$ cat src/rtl/fp_pkg.sv
// Shared definitions for the floating-point add/subtract unit.
//   fp_state_t  : control FSM state encoding
//   DEF_*       : default field widths (IEEE-754 single precision)
//   GRS_BITS    : guard/round/sticky bits carried below the fraction
//   fp_bias()   : exponent bias for a given exponent width
//   fp_inf()    : infinity pattern {sign, all-ones, 0}, zero-extended to 64 bits
//   fp_qnan()   : canonical quiet NaN {0, all-ones, 1, 0...0}, zero-extended to 64 bits
// Constant functions return 64-bit vectors; callers slice them to N+1 bits.
package fp_pkg;

    typedef enum logic [2:0] {
        ST_IDLE,
        ST_ALIGN,
        ST_ADD,
        ST_NORM,
        ST_ROUND,
        ST_DONE
    } fp_state_t;

    localparam int unsigned DEF_MANT_SIZE = 23;
    localparam int unsigned DEF_EXP_SIZE  = 8;
    localparam int unsigned GRS_BITS      = 3;

    function automatic int unsigned fp_bias(input int unsigned exp_size);
        return (32'd1 << (exp_size - 1)) - 32'd1;
    endfunction

    function automatic logic [63:0] fp_inf(input int unsigned man_size,
                                           input int unsigned exp_size,
                                           input logic        sign);
        logic [63:0] v;
        v = '0;
        for (int unsigned i = 0; i < exp_size; i++) begin
            v[man_size + i] = 1'b1;
        end
        v[man_size + exp_size] = sign;
        return v;
    endfunction

    function automatic logic [63:0] fp_qnan(input int unsigned man_size,
                                            input int unsigned exp_size);
        logic [63:0] v;
        v = fp_inf(man_size, exp_size, 1'b0);
        v[man_size - 1] = 1'b1;
        return v;
    endfunction

endpackage

$ cat src/rtl/fp_addsub_unit_lzc.sv
// Combinational leading-zero counter.
//   value : input vector, MSB first
//   count : number of leading zeros (WIDTH when value is all zero)
module fp_lzc #(
    parameter int unsigned WIDTH = 27,
    localparam int unsigned CNT_W = $clog2(WIDTH + 1)
) (
    input  logic [WIDTH-1:0] value,
    output logic [CNT_W-1:0] count
);

    // Scanning LSB to MSB lets the highest set bit win the last assignment.
    always_comb begin
        count = CNT_W'(WIDTH);
        for (int unsigned i = 0; i < WIDTH; i++) begin
            if (value[i]) begin
                count = CNT_W'(WIDTH - 1 - i);
            end
        end
    end

endmodule

$ cat src/rtl/fp_addsub_unit.sv
// Multi-cycle floating-point add/subtract unit, fixed latency of four enabled
// edges from the accepted load edge to done. Denormal inputs flush to zero.
// Build option: define ROUND_NEAREST_EN for round-to-nearest-even; otherwise
// the result is truncated toward zero.
// Ports:
//   clk, rst_n    : clock (rising edge), asynchronous active-low reset
//   enable        : 0 freezes all state and outputs
//   load          : start strobe, accepted only in IDLE/DONE
//   op            : 0 = A+B, 1 = A-B
//   A, B          : operands {sign, exp, frac}
//   result        : registered result
//   done, busy    : result valid / operation in flight
//   zero_flag, overflow, underflow, NAN : status registered with result
module fp_addsub_unit
    import fp_pkg::*;
#(
    parameter int unsigned Mantissa_Size = DEF_MANT_SIZE,
    parameter int unsigned Exponent_Size = DEF_EXP_SIZE
) (
    input  logic                                 clk,
    input  logic                                 rst_n,
    input  logic                                 enable,
    input  logic                                 load,
    input  logic                                 op,
    input  logic [Mantissa_Size+Exponent_Size:0] A,
    input  logic [Mantissa_Size+Exponent_Size:0] B,
    output logic [Mantissa_Size+Exponent_Size:0] result,
    output logic                                 done,
    output logic                                 busy,
    output logic                                 zero_flag,
    output logic                                 overflow,
    output logic                                 underflow,
    output logic                                 NAN
);

    localparam int unsigned M   = Mantissa_Size;
    localparam int unsigned E   = Exponent_Size;
    localparam int unsigned N   = M + E;
    localparam int unsigned W   = M + 1 + GRS_BITS;   // hidden + frac + G/R/S
    localparam int unsigned EW  = E + 2;              // signed, one spare bit
    localparam int unsigned LZW = $clog2(W + 1);

    localparam logic [63:0]          QNAN_FULL = fp_qnan(M, E);
    localparam logic [N:0]           QNAN      = QNAN_FULL[N:0];
    localparam logic [E-1:0]         EXP_ONES  = '1;
    localparam logic signed [EW-1:0] EXP_MAX   = EW'((1 << E) - 1);
    localparam logic signed [EW-1:0] EXP_MIN   = EW'(1);

`ifdef ROUND_NEAREST_EN
    localparam logic RNE = 1'b1;
`else
    localparam logic RNE = 1'b0;
`endif

    fp_state_t state;

    // Captured operands (B sign already reflects op)
    logic [N:0] a_q, b_q;

    // Single operation in flight, so each stage owns its own registers
    logic              sign_q, eff_sub_q, nan_q, inf_q, zero_q;
    logic [E-1:0]      ex_q;
    logic [W-1:0]      mx_q, my_q, m_q;
    logic [W:0]        sum_q;
    logic signed [EW-1:0] e_q;

    // ALIGN stage
    logic              a_sign, b_sign, a_nan, b_nan, a_inf, b_inf, a_zero, b_zero;
    logic [E-1:0]      a_exp, b_exp, x_exp, y_exp, diff;
    logic [M-1:0]      a_frac, b_frac, x_frac, y_frac;
    logic [N-1:0]      a_mag, b_mag;
    logic              x_sign, y_sign, x_zero, y_zero;
    logic [W-1:0]      mx_n, my_raw, my_n;
    logic [2*W-1:0]    sh_full;
    logic              nan_n, inf_n, sign_n;

    always_comb begin
        a_sign = a_q[N];   a_exp = a_q[N-1:M];   a_frac = a_q[M-1:0];
        b_sign = b_q[N];   b_exp = b_q[N-1:M];   b_frac = b_q[M-1:0];
        a_nan  = (a_exp == EXP_ONES) && (a_frac != '0);
        b_nan  = (b_exp == EXP_ONES) && (b_frac != '0);
        a_inf  = (a_exp == EXP_ONES) && (a_frac == '0);
        b_inf  = (b_exp == EXP_ONES) && (b_frac == '0);
        a_zero = (a_exp == '0);
        b_zero = (b_exp == '0);
        a_mag  = a_zero ? '0 : a_q[N-1:0];
        b_mag  = b_zero ? '0 : b_q[N-1:0];

        if (b_mag > a_mag) begin
            x_sign = b_sign; x_exp = b_exp; x_frac = b_frac; x_zero = b_zero;
            y_sign = a_sign; y_exp = a_exp; y_frac = a_frac; y_zero = a_zero;
        end else begin
            x_sign = a_sign; x_exp = a_exp; x_frac = a_frac; x_zero = a_zero;
            y_sign = b_sign; y_exp = b_exp; y_frac = b_frac; y_zero = b_zero;
        end

        mx_n   = x_zero ? '0 : {1'b1, x_frac, {GRS_BITS{1'b0}}};
        my_raw = y_zero ? '0 : {1'b1, y_frac, {GRS_BITS{1'b0}}};
        diff   = x_exp - y_exp;

        // Low half of the double-width shift holds everything shifted out
        sh_full = {my_raw, {W{1'b0}}} >> diff;
        if (32'(diff) > M + 2) begin
            my_n = W'(|my_raw);
        end else begin
            my_n = sh_full[2*W-1:W] | W'(|sh_full[W-1:0]);
        end

        nan_n  = a_nan | b_nan | (a_inf & b_inf & (a_sign != b_sign));
        inf_n  = a_inf | b_inf;
        sign_n = inf_n ? (a_inf ? a_sign : b_sign) : x_sign;
    end

    // ADD stage: |X| >= |Y| guarantees a non-negative difference
    logic [W:0] sum_n;

    always_comb begin
        if (eff_sub_q) begin
            sum_n = {1'b0, mx_q} - {1'b0, my_q};
        end else begin
            sum_n = {1'b0, mx_q} + {1'b0, my_q};
        end
    end

    // NORM stage
    logic [LZW-1:0]       lz;
    logic [W-1:0]         m_n;
    logic signed [EW-1:0] e_n;

    fp_lzc #(.WIDTH(W)) u_lzc (
        .value (sum_q[W-1:0]),
        .count (lz)
    );

    always_comb begin
        if (sum_q[W]) begin
            m_n = sum_q[W:1] | W'(sum_q[0]);
            e_n = {2'b00, ex_q} + EW'(1);
        end else begin
            m_n = sum_q[W-1:0] << lz;
            e_n = {2'b00, ex_q} - EW'(lz);
        end
    end

    // ROUND stage and packing
    logic                 inc;
    logic [M+1:0]         rounded;
    logic [M-1:0]         frac_out;
    logic signed [EW-1:0] e_r;
    logic [N:0]           res_n;
    logic                 zf_n, of_n, uf_n, nanf_n;

    always_comb begin
        inc      = RNE & m_q[2] & (m_q[1] | m_q[0] | m_q[3]);
        rounded  = {1'b0, m_q[W-1:GRS_BITS]} + (M+2)'(inc);
        if (rounded[M+1]) begin
            frac_out = rounded[M:1];
            e_r      = e_q + EW'(1);
        end else begin
            frac_out = rounded[M-1:0];
            e_r      = e_q;
        end

        res_n  = '0;
        zf_n   = 1'b0;
        of_n   = 1'b0;
        uf_n   = 1'b0;
        nanf_n = 1'b0;
        if (nan_q) begin
            res_n  = QNAN;
            nanf_n = 1'b1;
        end else if (inf_q) begin
            res_n = {sign_q, EXP_ONES, {M{1'b0}}};
        end else if (zero_q) begin
            zf_n = 1'b1;
        end else if (e_r >= EXP_MAX) begin
            res_n = {sign_q, EXP_ONES, {M{1'b0}}};
            of_n  = 1'b1;
        end else if (e_r < EXP_MIN) begin
            uf_n = 1'b1;
            zf_n = 1'b1;
        end else begin
            res_n = {sign_q, e_r[E-1:0], frac_out};
        end
    end

    always_ff @(posedge clk or negedge rst_n) begin
        if (!rst_n) begin
            state     <= ST_IDLE;
            a_q       <= '0;
            b_q       <= '0;
            sign_q    <= 1'b0;
            eff_sub_q <= 1'b0;
            nan_q     <= 1'b0;
            inf_q     <= 1'b0;
            zero_q    <= 1'b0;
            ex_q      <= '0;
            mx_q      <= '0;
            my_q      <= '0;
            sum_q     <= '0;
            m_q       <= '0;
            e_q       <= '0;
            result    <= '0;
            done      <= 1'b0;
            busy      <= 1'b0;
            zero_flag <= 1'b0;
            overflow  <= 1'b0;
            underflow <= 1'b0;
            NAN       <= 1'b0;
        end else if (enable) begin
            case (state)
                ST_IDLE, ST_DONE: begin
                    if (load) begin
                        a_q   <= A;
                        b_q   <= {B[N] ^ op, B[N-1:0]};
                        done  <= 1'b0;
                        busy  <= 1'b1;
                        state <= ST_ALIGN;
                    end
                end
                ST_ALIGN: begin
                    sign_q    <= sign_n;
                    eff_sub_q <= x_sign ^ y_sign;
                    nan_q     <= nan_n;
                    inf_q     <= inf_n;
                    ex_q      <= x_exp;
                    mx_q      <= mx_n;
                    my_q      <= my_n;
                    state     <= ST_ADD;
                end
                ST_ADD: begin
                    sum_q <= sum_n;
                    state <= ST_NORM;
                end
                ST_NORM: begin
                    m_q    <= m_n;
                    e_q    <= e_n;
                    zero_q <= (sum_q == '0);
                    state  <= ST_ROUND;
                end
                ST_ROUND: begin
                    result    <= res_n;
                    zero_flag <= zf_n;
                    overflow  <= of_n;
                    underflow <= uf_n;
                    NAN       <= nanf_n;
                    done      <= 1'b1;
                    busy      <= 1'b0;
                    state     <= ST_DONE;
                end
                default: state <= ST_IDLE;
            endcase
        end
    end

endmodule

$ cat config.mk
export PLATFORM = sky130hd
export DESIGN_NAME = fp_addsub_unit
export DESIGN_NICKNAME = d
export VERILOG_FILES = /design/src/rtl/fp_pkg.sv /design/src/rtl/fp_addsub_unit_lzc.sv /design/src/rtl/fp_addsub_unit.sv
export SDC_FILE = /design/constraint.sdc
export NUM_CORES = 1
export LEC_CHECK = 0
export CELL_PAD_IN_SITES_DETAIL_PLACEMENT = 0
export CELL_PAD_IN_SITES_GLOBAL_PLACEMENT = 2
export CORE_ASPECT_RATIO = 1.1
export CORE_UTILIZATION = 38
export CTS_CLUSTER_SIZE = 16
export DETAILED_ROUTE_END_ITERATION = 7
export PLACE_DENSITY = 0.92
export SYNTH_ARGS = -nofsm -noshare
export SYNTH_HDL_FRONTEND = slang
export SYNTH_SLANG_ARGS = --single-unit
$ cat constraint.sdc
create_clock -name clk -period 7.1 [get_ports clk]
set_input_delay 1.775 -clock clk [delete_from_list [all_inputs] [get_ports clk]]
set_output_delay 1.775 -clock clk [all_outputs]
set_load 0.005 [all_outputs]
; After elaboration in Yosys (flattened, before gate mapping)
; Index checks and enable logic that the tools add are counted.
[classes]
muxes = 69
n_eq_ne = 9
n_lt_le_gt_ge = 4
n_div = 0
addsub = 5
n_reduce_logical = 23
mul = 0
n_bitwise = 9
n_shift = 2
[ops]
columns = cell, n
row1 = 32-bit two-way mux, 5
row2 = 27-bit two-way mux, 3
row3 = 5-bit two-way mux, 16
row4 = 31-bit two-way mux, 2
row5 = 27-bit OR reduction, 2
row6 = 54-bit by 8-bit >> shifter with 54-bit output, 1
row7 = 23-bit logical NOT, 2
row8 = 23-bit two-way mux, 2
row9 = 23-bit nonzero test, 2
row10 = 4-bit two-way mux, 8
row11 = 31-bit greater-than comparator, 1
row12 = 27-bit by 27-bit adder with 28-bit output, 1
row13 = 28-bit logical NOT, 1
row14 = 28-bit two-way mux, 1
row15 = 27-bit by 27-bit subtractor with 28-bit output, 1
row16 = 27-bit by 1-bit OR with 27-bit output, 1
row17 = 27-bit by 5-bit left shift with 26-bit output, 1
row18 = 26-bit two-way mux, 1
row19 = 26-bit by 1-bit OR with 26-bit output, 1
row20 = 1-bit two-way mux, 22
row21 = 8-bit == test (second input constant), 2
row22 = 8-bit logical NOT, 2
row23 = 8-bit two-way mux, 2
row24 = 3-bit case mux with 5 select lines, 1
row25 = 24 further kinds, 40
[word_totals]
inputBits = 69
mem_bits_rw = 0
romBits = 0
memories = 0
out_inout_bits = 38
register_bits = 236
latch_bits = 0

; Depth between registers and ports, before layout
; Gate-level depths: netlist of run 1.
[depth]
ltp_word = 29
mapped_depth = 30
ltp_nobuf = 24

; Modules after synthesis
; Synthesis of run 1 repeated with hierarchy kept, for this count alone.
[hier_totals]
cells_unflattened = 1955
hier_area_um2 = 16859.9
[modules_own_cells]
columns = module, area_each_um2, cells_each, n_inst, seq_area_each_um2
row1 = fp_addsub_unit, 16582.2, 1904, 1, 5755.5
row2 = fp_lzc, 277.8, 51, 1, 0.0

; Least setup slack after synthesis of run 1
; OpenSTA, ideal clock, no wires.
[synth_timing]
kind = register -> register
start = register b_q[27]
end = register my_q[0]
path_slack_ns = 0.820
n_path_buf = 7
path_stages_with_launch = 29
setup_time_ns = 0.138
t_arrival_ns = 6.142
period_less_slack_ns = 6.280
cell_sequence = dfrtp_1 -> clkbuf_1 -> nor4_1 -> nand2_1 -> clkbuf_1 -> and2_1 -> ha_1 -> a211oi_1 -> o21ai_0 -> a211oi_1 -> a211oi_2 -> nor2_4 -> buf_4 -> buf_2 -> buf_1 -> nor2_1 -> a21oi_1 -> ha_1 -> clkbuf_1 -> inv_2 -> clkbuf_1 -> nand3_1 -> a22oi_1 -> mux2i_1 -> and2_1 -> a2111oi_0 -> o21ai_0 -> a2111oi_2 -> a31oi_1
[synth_via]
elab_chain_len = 9
word_cells_on_any_way = 15
[synth_rtl]
columns = item, line
row1 = "start, declared", fp_addsub_unit.sv:58  ; logic [N:0] a_q, b_q;
row2 = "start signal, assigned", fp_addsub_unit.sv:215  ; b_q <= {B[N] ^ op, B[N-1:0]};
row3 = 8-bit logical NOT, fp_addsub_unit.sv:85  ; b_zero = (b_exp == '0);
row4 = 31-bit two-way mux, fp_addsub_unit.sv:87  ; b_mag = b_zero ? '0 : b_q[N-1:0];
row5 = 31-bit greater-than comparator, fp_addsub_unit.sv:89  ; if (b_mag > a_mag) begin
row6 = "8-bit two-way mux, or another cell as far along", fp_addsub_unit.sv:89
row7 = 8-bit subtractor or 27-bit two-way mux (tied branches), "fp_addsub_unit.sv:99, fp_addsub_unit.sv:98"
row8 = 54-bit by 8-bit >> shifter with 54-bit output, fp_addsub_unit.sv:102  ; sh_full = {my_raw, {W{1'b0}}} >> diff;
row9 = 27-bit OR reduction, fp_addsub_unit.sv:106  ; my_n = sh_full[2*W-1:W] | W'(|sh_full[W-1:0]);
row10 = 27-bit by 1-bit OR with 27-bit output, fp_addsub_unit.sv:106
row11 = 27-bit two-way mux (*), fp_addsub_unit.sv:103  ; if (32'(diff) > M + 2) begin
row12 = "end signal, assigned", fp_addsub_unit.sv:228  ; my_q <= my_n;
row13 = "end, declared", fp_addsub_unit.sv:63  ; logic [W-1:0] mx_q, my_q, m_q;
; Every way passes the cells marked *; elsewhere a longest branch is shown, timed or not.
; A chain may end at the register's enable or synchronous reset.

; Worst setup path in the final report of run 1
[layout_timing]
start = register b_q[26]
end = register my_q[0]
; The elaborated chain is that of the path after synthesis.

==> results.md, run 1 <==
- STA puts the critical path data required time at 7.54 ns.
- From synthesis to final layout, the design area changed by 14.6%.
- The startpoint of the lowest-slack register-to-register path is b_q[26]$_DFFE_PN0P_.
- The number of synthesized register bits is 230.
- In the post-synthesis netlist, the biggest area contributors are sky130_fd_sc_hd__dfrtp_1, sky130_fd_sc_hd__mux2i_1, sky130_fd_sc_hd__mux2_2.
- Sequential elements use 34.1% of the synthesized area.
- In this run the biggest area consumer among cell types represents 34.1% of the synthesized area.
- In this run the number of H-tree levels came out at 1.
- In this run the worst setup path begins at b_q[26]$_DFFE_PN0P_.
- Detailed placement finished with a half-perimeter wire length of 39500 um.
- The worst clock skew on the final layout is 0.0167 ns.
- The floorplan step set the die height to 223 um.
- After synthesis, the mean cell area works out to 8.63 sq um.
- The count of fill cells added during filler insertion is 4321.
- Setup slack on the worst reg-to-reg path comes out at 0.56 ns.
- The type of the tightest min-delay check is register to register.
- The average wire per standard cell is 19.8 um.
- After technology mapping, the gate count stands at 1954.
- Data arrives at the worst endpoint at 6.98 ns.
- The worst hold path passes through 2 cells.
- In the layout the commonest cells are sky130_fd_sc_hd__nand2_1, sky130_fd_sc_hd__dfrtp_1, sky130_fd_sc_hd__nor2_1.
- The clock network latency to the later pin of the worst-skew pair is 0.58 ns.
- The synthesized design contains 0 enable-type register cells.
- Of all cell types, the one taking the most synthesized area is sky130_fd_sc_hd__dfrtp_1.
- The final number of max-transition violations was 0.
- The kind of end point of the critical path is a register.
- The number of max-capacitance violations reported is 0.
- The number of global-route vias before repair is 14400.
- The starting density of the core is 38.7%.
- After global routing the overflow that remains totals 0.
- The minimum clock period after layout is 6.54 ns.
- Once detail routing completed, the nets flagged for antenna violations numbered 0.
- The global-route wire length before repair is 81800 um.
- The I/O pin count is 107.
- The worst register-to-register path ends at my_q[0]$_DFFE_PN0P_.
- The clock root buffer master is sky130_fd_sc_hd__clkbuf_16.
- The worst-case reg-to-reg path depth is 20.
- The setup TNS after final layout is 0 ns.
- The summed area of non-filler cells in the final layout is 19300 sq um.
- The startpoint type of the worst setup path is a register.
- Dividing the detail-routed via count by the number of cells gives 5.71.
- Routability-driven placement finished with a final weighted congestion of 0.897.
- In this run, distinct cell masters in the synthesized netlist total 92.
- The share of the core filled with cells in the final layout is 44.4%.
- The critical path ends at my_q[0]$_DFFE_PN0P_.
- The number of clock buffers added by TritonCTS is 28.
- The category of the critical setup timing path is register to register.
- After floorplanning, the core was sized to cover 43500 sq um.
- The floorplan step set the die width to 203 um.
- The largest net degree at the start of global routing is 112.
- In the synthesized netlist the dominant register cell turns out to be sky130_fd_sc_hd__dfrtp_1.
- The placed instances occupy a cell area of 18300 sq um.
- The number of buffers added on ports is 106.
- The number of hold buffers added after CTS was 0.
- Setup violations remaining at the end of the flow were counted as 0.
- The count of TritonRoute iterations in the first routing pass is 5.
- The proportion of synthesized flip-flops having asynchronous set or reset is 100%.
- The post-route netlist has 10.6% of its cells at a drive strength greater than 1.
- The repair_antennas step left the layout with diodes totalling 0.
- Row generation in the floorplan step produced 80 rows.
- After detailed routing, the number of remaining DRC violations is 0.
- Measured against its own limit, the worst slew margin works out to 41.8%.
- The CTS clock-pin slew for the worst setup and hold paths is 0.06 ns.
- The timing-limited maximum frequency is 0.153 GHz.
- The detailed router's first-iteration violation count is 957.
- Yosys printed 0 warnings.
- Global routing consumed, over all layers together, 22.7% of the routing resources.
- The number of antenna violations at the first check in global routing is 2.
- For this run, the post-layout net count is 2123.
- The number of nets handed over by synthesis was 2087.
- Counting every sink on the clock net gives 230.
- Summed over all layers, the routed wires come to 51200 um.
- The library cell used most frequently in the layout, excluding fill and tap cells, is sky130_fd_sc_hd__nand2_1.
- The post-route worst hold slack is 0.475 ns.
- The peak fanout along the critical path is 26.
- The worst-case clock buffer depth is 3.
- The total vias in the final route is 14800.
- TritonCTS built the clock tree.
- The count of endpoints failing hold in the final timing report is 0.
- Setup repair after global routing left no endpoint under its margin.
- The run finished with clean final reports.
- The period utilization is 92.2%.
- The die covers 45200 sq um.
- The cell area after synthesis is 16900 sq um.
- The slew at the pin closest to its max-slew limit is 0.864 ns.
cells in the mapped netlist, types with 7 or more instances:
cell type and instances:
sky130_fd_sc_hd__a211oi_1 27, sky130_fd_sc_hd__a21o_1 16, sky130_fd_sc_hd__a21oi_1 129, sky130_fd_sc_hd__a221oi_1 10, sky130_fd_sc_hd__a22o_1 30, sky130_fd_sc_hd__a22oi_1 7
sky130_fd_sc_hd__a31oi_1 14, sky130_fd_sc_hd__and2_1 31, sky130_fd_sc_hd__buf_1 7, sky130_fd_sc_hd__buf_2 13, sky130_fd_sc_hd__clkbuf_1 101, sky130_fd_sc_hd__dfrtp_1 230
sky130_fd_sc_hd__ha_1 63, sky130_fd_sc_hd__inv_1 51, sky130_fd_sc_hd__mux2_2 87, sky130_fd_sc_hd__mux2i_1 120, sky130_fd_sc_hd__mux4_2 13, sky130_fd_sc_hd__nand2_1 245
sky130_fd_sc_hd__nand2b_1 15, sky130_fd_sc_hd__nand3_1 32, sky130_fd_sc_hd__nand4_1 14, sky130_fd_sc_hd__nor2_1 185, sky130_fd_sc_hd__nor2b_1 17, sky130_fd_sc_hd__nor3_1 41
sky130_fd_sc_hd__nor4_1 34, sky130_fd_sc_hd__o211ai_1 10, sky130_fd_sc_hd__o21ai_0 172, sky130_fd_sc_hd__o21bai_1 7, sky130_fd_sc_hd__o22ai_1 8, sky130_fd_sc_hd__o311ai_0 7
sky130_fd_sc_hd__o31ai_1 17, sky130_fd_sc_hd__or3_1 9, sky130_fd_sc_hd__xnor2_1 46, sky130_fd_sc_hd__xor2_1 28
layout make-up:
cell class                      count  area, sq um  share of cell area, %
Multi-Input combinational cell   1541        10400                   53.9
Sequential cell                   230         5760                   29.8
Inverter                           53          199                   1.03
Clock buffer                       41          810                   4.19
Clock inverter                     11          140                  0.725
Timing Repair Buffer              136         1290                   6.68
Tap cell                          574          718                   3.72
routing by layer:
metal	vias to the layer above	routed length (um)	track usage, %
met4	4	1850	7.83
met5	-	25	0
met2	394	25100	39.6
li1	7163	-	-
met3	105	2200	2.88
met1	7105	21900	28.7
registers in the layout, indices dropped and copies added, names as in the netlist:
register,count
a_q,32
sign_q,1
zero_flag,1
my_q,27
NAN,1
mx_q,24
b_q,32
nan_q,1
zero_q,1
m_q,23
sum_q,28
overflow,1
state,3
busy,1
e_q,10
eff_sub_q,1
ex_q,8
done,1
underflow,1
inf_q,1
result,32
stage by stage:
step                      setup slack [ns]  instances
after floorplan                      0.820       1954
after global placement               0.665       2533
after detailed placement             0.501       2533
after CTS                            0.447       2585
after global routing                0.0624       2586
final                                0.556       2586
worst max-delay path, cell delays in order (launching register included):
cell and delay (ns):
sky130_fd_sc_hd__dfrtp_1 0.47, sky130_fd_sc_hd__nor4_1 0.57, sky130_fd_sc_hd__nand2_2 0.40, sky130_fd_sc_hd__and2_1 0.31, sky130_fd_sc_hd__ha_1 0.32, sky130_fd_sc_hd__a211oi_1 0.22, sky130_fd_sc_hd__nor2_1 0.08, sky130_fd_sc_hd__o31ai_1 0.58
sky130_fd_sc_hd__a211oi_2 0.22, sky130_fd_sc_hd__nor2_4 0.15, sky130_fd_sc_hd__a21oi_1 0.08, sky130_fd_sc_hd__ha_1 0.29, sky130_fd_sc_hd__a211oi_2 0.38, sky130_fd_sc_hd__a21o_1 0.44, sky130_fd_sc_hd__nand2_4 0.31, sky130_fd_sc_hd__mux4_2 0.35
sky130_fd_sc_hd__o21ai_0 0.13, sky130_fd_sc_hd__a2111oi_0 0.57, sky130_fd_sc_hd__o21ai_0 0.18, sky130_fd_sc_hd__a2111oi_2 0.23, sky130_fd_sc_hd__a31oi_1 0.12
cells by family (layout without fill, tap and decap cells):
family,after synthesis,after routing,share of synthesized area [%]
compound gates,525,525,20.1
mux,221,221,14.7
simple gates,655,655,17.8
flops,230,230,34.1
buf+inv,183,241,4.44
fa+ha+maj,65,65,4.85
xor+xnor,75,75,3.94
how the worst min path moves through the flow:
stage	startpoint	end
2_1_floorplan	m_q[16]$_DFFE_PN0P_	m_q[16]$_DFFE_PN0P_
3_3_place_gp	m_q[16]$_DFFE_PN0P_	m_q[16]$_DFFE_PN0P_
3_5_place_dp	m_q[16]$_DFFE_PN0P_	m_q[16]$_DFFE_PN0P_
4_1_cts	sign_q$_DFFE_PN0P_	sign_q$_DFFE_PN0P_
5_1_grt	busy$_DFFE_PN0P_	busy$_DFFE_PN0P_
6_report	sign_q$_DFFE_PN0P_	sign_q$_DFFE_PN0P_
timing repair:
action                                  4_1_cts  5_1_grt
endpoints found under the setup margin        0       17
setup buffers                                 0        1
resized for setup                             0        3
endpoints found under the hold margin         0        0
Power of run 1 is not shown: default switching activity piles up to over one toggle a cycle in this logic, so the estimate is an artifact.
==> inputs of run 2 (changes only) <==
--- a/config.mk
+++ b/config.mk
@@ -5,6 +5,7 @@
 export SDC_FILE = /design/constraint.sdc
 export NUM_CORES = 1
 export LEC_CHECK = 0
+export CAP_MARGIN = 20
 export CELL_PAD_IN_SITES_DETAIL_PLACEMENT = 0
 export CELL_PAD_IN_SITES_GLOBAL_PLACEMENT = 2
 export CORE_ASPECT_RATIO = 1.1
@@ -14,4 +15,5 @@
 export PLACE_DENSITY = 0.92
 export SYNTH_ARGS = -nofsm -noshare
 export SYNTH_HDL_FRONTEND = slang
+export SYNTH_HIERARCHICAL = 1
 export SYNTH_SLANG_ARGS = --single-unit
==> run 2 against run 1 <==
Worst hold slack gained 0.0043 ns. Die area about the same. Setup slack worse by 0.11 ns. Count of clock-buffer cells in the layout is 4 lower. Sequential share of layout area down 0.24 points. Fmax is 1.7% lower. Sequential cell count unchanged. Design area is 0.82% higher. Utilization up 0.36 points. Largest cell class unchanged.
==> results.md, run 2 <==
- The run finished with clean final reports.
- The smallest clock period supported by the final layout is computed as 6.65 ns.
- The proportion of synthesized flip-flops having asynchronous set or reset is 100%.
- The most frequent standard cell in the layout excluding fill and tap cells is sky130_fd_sc_hd__nand2_1.
- After detailed routing, the number of remaining DRC violations is 0.
- Yosys printed 6 warnings.
- The number of buffers added on ports is 106.
- In this run the worst path has a maximum fanout of 25.
- The first global-routing pass estimated 83100 um of wire.
- Summed over all instances, the cell type with the most area after synthesis is sky130_fd_sc_hd__dfrtp_1.
- The die height is 223 um.
- The tightest min-delay check is of the register to register type.
- The number of synthesized register bits is 230.
- The period utilization is 93.7%.
- For the worst setup path, the data arrival time is 7.10 ns.
- The pre-antenna-repair detailed-routing pass consisted of 5 iterations.
- The number of H-tree levels is 1.
- The timing-limited maximum frequency is 0.150 GHz.
- The critical path is of the register to register type.
- The remaining number of nets flagged by the antenna check after routing is 0.
- The start point of the worst min-delay path is m_q[14]$_DFFE_PN0P_.
- The x dimension of the die is 203 um.
- For this block, the initial DRC count from the detailed router was 907.
- TritonCTS built the clock tree.
- The growth of design area from synthesis to finish is 15.5%.
- The HPWL after detailed placement is 39000 um.
- The average wire per standard cell is 19.7 um.
- The routed via count divided by cell count is 5.73.
- After detailed routing, the wire length on met1 is 22500 um.
- The number of global-route vias before repair is 14800.
- The summed area of non-filler cells in the final layout is 19500 sq um.
- The highest routing layer actually used is met4.
- 107 I/O pins were placed.
- The mapped netlist covers 16900 sq um.
- Clock skew on the completed layout was measured at 0.0226 ns.
- The number of unique standard cell types used by synthesis is 97.
- The slew at the pin closest to its max-slew limit is 0.939 ns.
- For this configuration, the core starts out at a cell density of 38.7%.
- Leaving out fill and tap cells, the most frequent cells in the layout are sky130_fd_sc_hd__nand2_1, sky130_fd_sc_hd__dfrtp_1, sky130_fd_sc_hd__o21ai_0.
- The count of nets after finishing is 2148.
- The setup TNS after final layout is 0 ns.
- By area the synthesized netlist is led by sky130_fd_sc_hd__dfrtp_1, sky130_fd_sc_hd__mux2_2, sky130_fd_sc_hd__mux2i_1.
- Of the synthesized area, sequential elements account for 34.1%.
- Detailed routing placed a total of 25100 um of wire on met2.
- The origin of the worst setup path is b_q[30]$_DFFE_PN0P_.
- The final setup violation count is 0.
- The number of max-capacitance violations reported is 0.
- After technology mapping, the gate count stands at 1955.
- Global routing finished with a remaining overflow of 0.
- After floorplanning, the core was divided into 80 placement rows.
- Clock-pin slew was measured on the worst setup and hold paths at 0.06 ns.
- The wire length reported by the detailed router is 51500 um.
- Counting every net in the synthesized netlist gives 2088.
- Summing all placed instances gives a cell area of 18500 sq um.
- After clock tree synthesis, the flow added hold-fix buffers numbering 0.
- The total length of routed met3 wires is 2010 um.
- The count of antenna diodes in the layout is 0.
- For this design, the sink count on the clock tree is 230.
- The count of endpoints failing hold in the final timing report came to 0.
- Setup repair after global routing left no endpoint under its margin.
- The clock passes through at most 3 buffers.
- The final number of max-transition violations was 0.
- The TritonCTS buffer count is 27.
- Data on the critical path is required at its endpoint by 7.55 ns.
- The region available for standard cell placement spans 43500 sq um.
- The buffers plus inverters on the worst setup path is 1.
- The number of synthesized flops with an enable pin is 0.
- The number of antenna violations at the first check in global routing is 1.
- After clock tree synthesis, the repair step resized 0 gates.
- The final RePlAce weighted congestion is 0.915.
- Entering global routing, the biggest net connects 137 pins.
- The most used flip-flop cell after synthesis is sky130_fd_sc_hd__dfrtp_1.
- Counting instances in the post-synthesis netlist gives the leading cell types as sky130_fd_sc_hd__nand2_1, sky130_fd_sc_hd__dfrtp_1, sky130_fd_sc_hd__o21ai_0.
- The ratio of cells with drive above 1 in the final layout is 11.8%.
- The library cell contributing the largest single delay on the critical path is sky130_fd_sc_hd__nor3_4.
- In the post-synthesis netlist, the cell with the most instances is sky130_fd_sc_hd__nand2_1.
- The largest registers in the layout are a_q (32), b_q (32), result (32).
- The clock root buffer master is sky130_fd_sc_hd__clkbuf_16.
- Detailed routing inserted a total of 14900 vias.
- The synthesized design devotes to its leading area cell type 34.1% of total area.
- The clock network latency to the later pin of the worst-skew pair is 0.58 ns.
- Grouping stages by cell kind, the critical path spends the most delay in simple AND/OR/NAND/NOR gates.
- The count of buffers added by post-CTS timing repair for setup is 0.
- The max-slew headroom at the worst pin is 37.1%.
- The overall global routing resource usage is 22.8%.
- The kind of end point of the critical path is a register.
- The die covers 45200 sq um.
- The mean post-synth cell area is 8.62 sq um.
- The startpoint identified for the worst register-to-register timing path is b_q[30]$_DFFE_PN0P_.
- The stage delay of the slowest cell on the critical path is 0.78 ns.
- STA classifies the critical path startpoint as a register.
## run 2: cell count changes in the layout (fill, tap and decap cells not counted), sizes merged, moves of 10 or more
| cell | delta |
|---|---|
| nor2 | -30 |
| buf | +19 |
| and2 | +18 |
| nand2 | +18 |
| mux2i | -15 |
| inv | -14 |
| a211oi | -13 |
| mux2 | +10 |
| nand4 | +10 |
## run 2: layout make-up
| cell class | count | area, sq um |
|---|---|---|
| flip-flops and latches | 230 | 5760 |
| multi-input cells | 1562 | 10500 |
| well taps | 574 | 718 |
| fillers | 4321 | 24100 |
| inverters | 39 | 146 |
| clock buffers | 37 | 793 |
| clock inverters | 11 | 158 |
| repair buffers | 155 | 1450 |
## run 2: logic make-up after synthesis
kind of cell	Yosys count	share of synthesized area, %
muxes	211	13.9
and+or+nand+nor	703	19.7
xor gates and xnor gates	64	3.32
AOI/OAI and AO/OA	520	20.1
DFF	230	34.1
adders and majority gates	64	4.79
buffers and inverters	163	4.14
## run 2: path summary, 6_finish.rpt
kind | end | slack [ns] | cells after the start
max | my_q[0]$_DFFE_PN0P_ | 0.45 | 25
min | m_q[14]$_DFFE_PN0P_ | 0.48 | 2
max reg2reg | my_q[0]$_DFFE_PN0P_ | 0.45 | 25
min reg2reg | m_q[14]$_DFFE_PN0P_ | 0.48 | 2
max in group asynchronous | result[6]$_DFFE_PN0P_ | 4.74 | 2
min in group asynchronous | sum_q[1]$_DFFE_PN0P_ | 1.22 | 1
## run 2: metrics by stage
step           hold slack, ns  instances  worst slack (ns)  utilization, %
5_1_grt                 0.501       2608           0.00153            44.7
3_5_place_dp            0.469       2560             0.507            42.6
3_3_place_gp            0.460       2560             0.560            42.6
6_report                0.479       2608             0.446            44.7
4_1_cts                 0.483       2608             0.458            44.7
2_1_floorplan           0.442       1955              1.16               -
## run 2: worst reg2reg max path, cell delays in order, from the launching register on
cell and delay, ns:
sky130_fd_sc_hd__dfrtp_1 0.44, sky130_fd_sc_hd__nor4_1 0.34, sky130_fd_sc_hd__nand2_1 0.09, sky130_fd_sc_hd__buf_4 0.22, sky130_fd_sc_hd__and2_1 0.20, sky130_fd_sc_hd__ha_1 0.32
sky130_fd_sc_hd__nand4_2 0.14, sky130_fd_sc_hd__or2_1 0.26, sky130_fd_sc_hd__nor3_1 0.26, sky130_fd_sc_hd__a21oi_1 0.22, sky130_fd_sc_hd__a21boi_2 0.20, sky130_fd_sc_hd__nor3_1 0.10
sky130_fd_sc_hd__nor2_1 0.13, sky130_fd_sc_hd__ha_1 0.23, sky130_fd_sc_hd__nor2_1 0.09, sky130_fd_sc_hd__and3_1 0.19, sky130_fd_sc_hd__nand3_1 0.09, sky130_fd_sc_hd__o311ai_2 0.15
sky130_fd_sc_hd__nor3_4 0.78, sky130_fd_sc_hd__mux2i_1 0.62, sky130_fd_sc_hd__a2111oi_0 0.26, sky130_fd_sc_hd__a2111o_1 0.43, sky130_fd_sc_hd__o41ai_2 0.35, sky130_fd_sc_hd__a21oi_1 0.12
sky130_fd_sc_hd__nor3b_2 0.18, sky130_fd_sc_hd__a31oi_1 0.09
## run 2: routing by layer
| metal | track usage (%) | up-vias |
|---|---|---|
| li1 | - | 7243 |
| met1 | 29.6 | 7242 |
| met2 | 38.9 | 373 |
| met3 | 2.50 | 86 |
| met4 | 8.90 | 0 |
| met5 | 0 | - |
Power of run 2 is left out for the same reason.
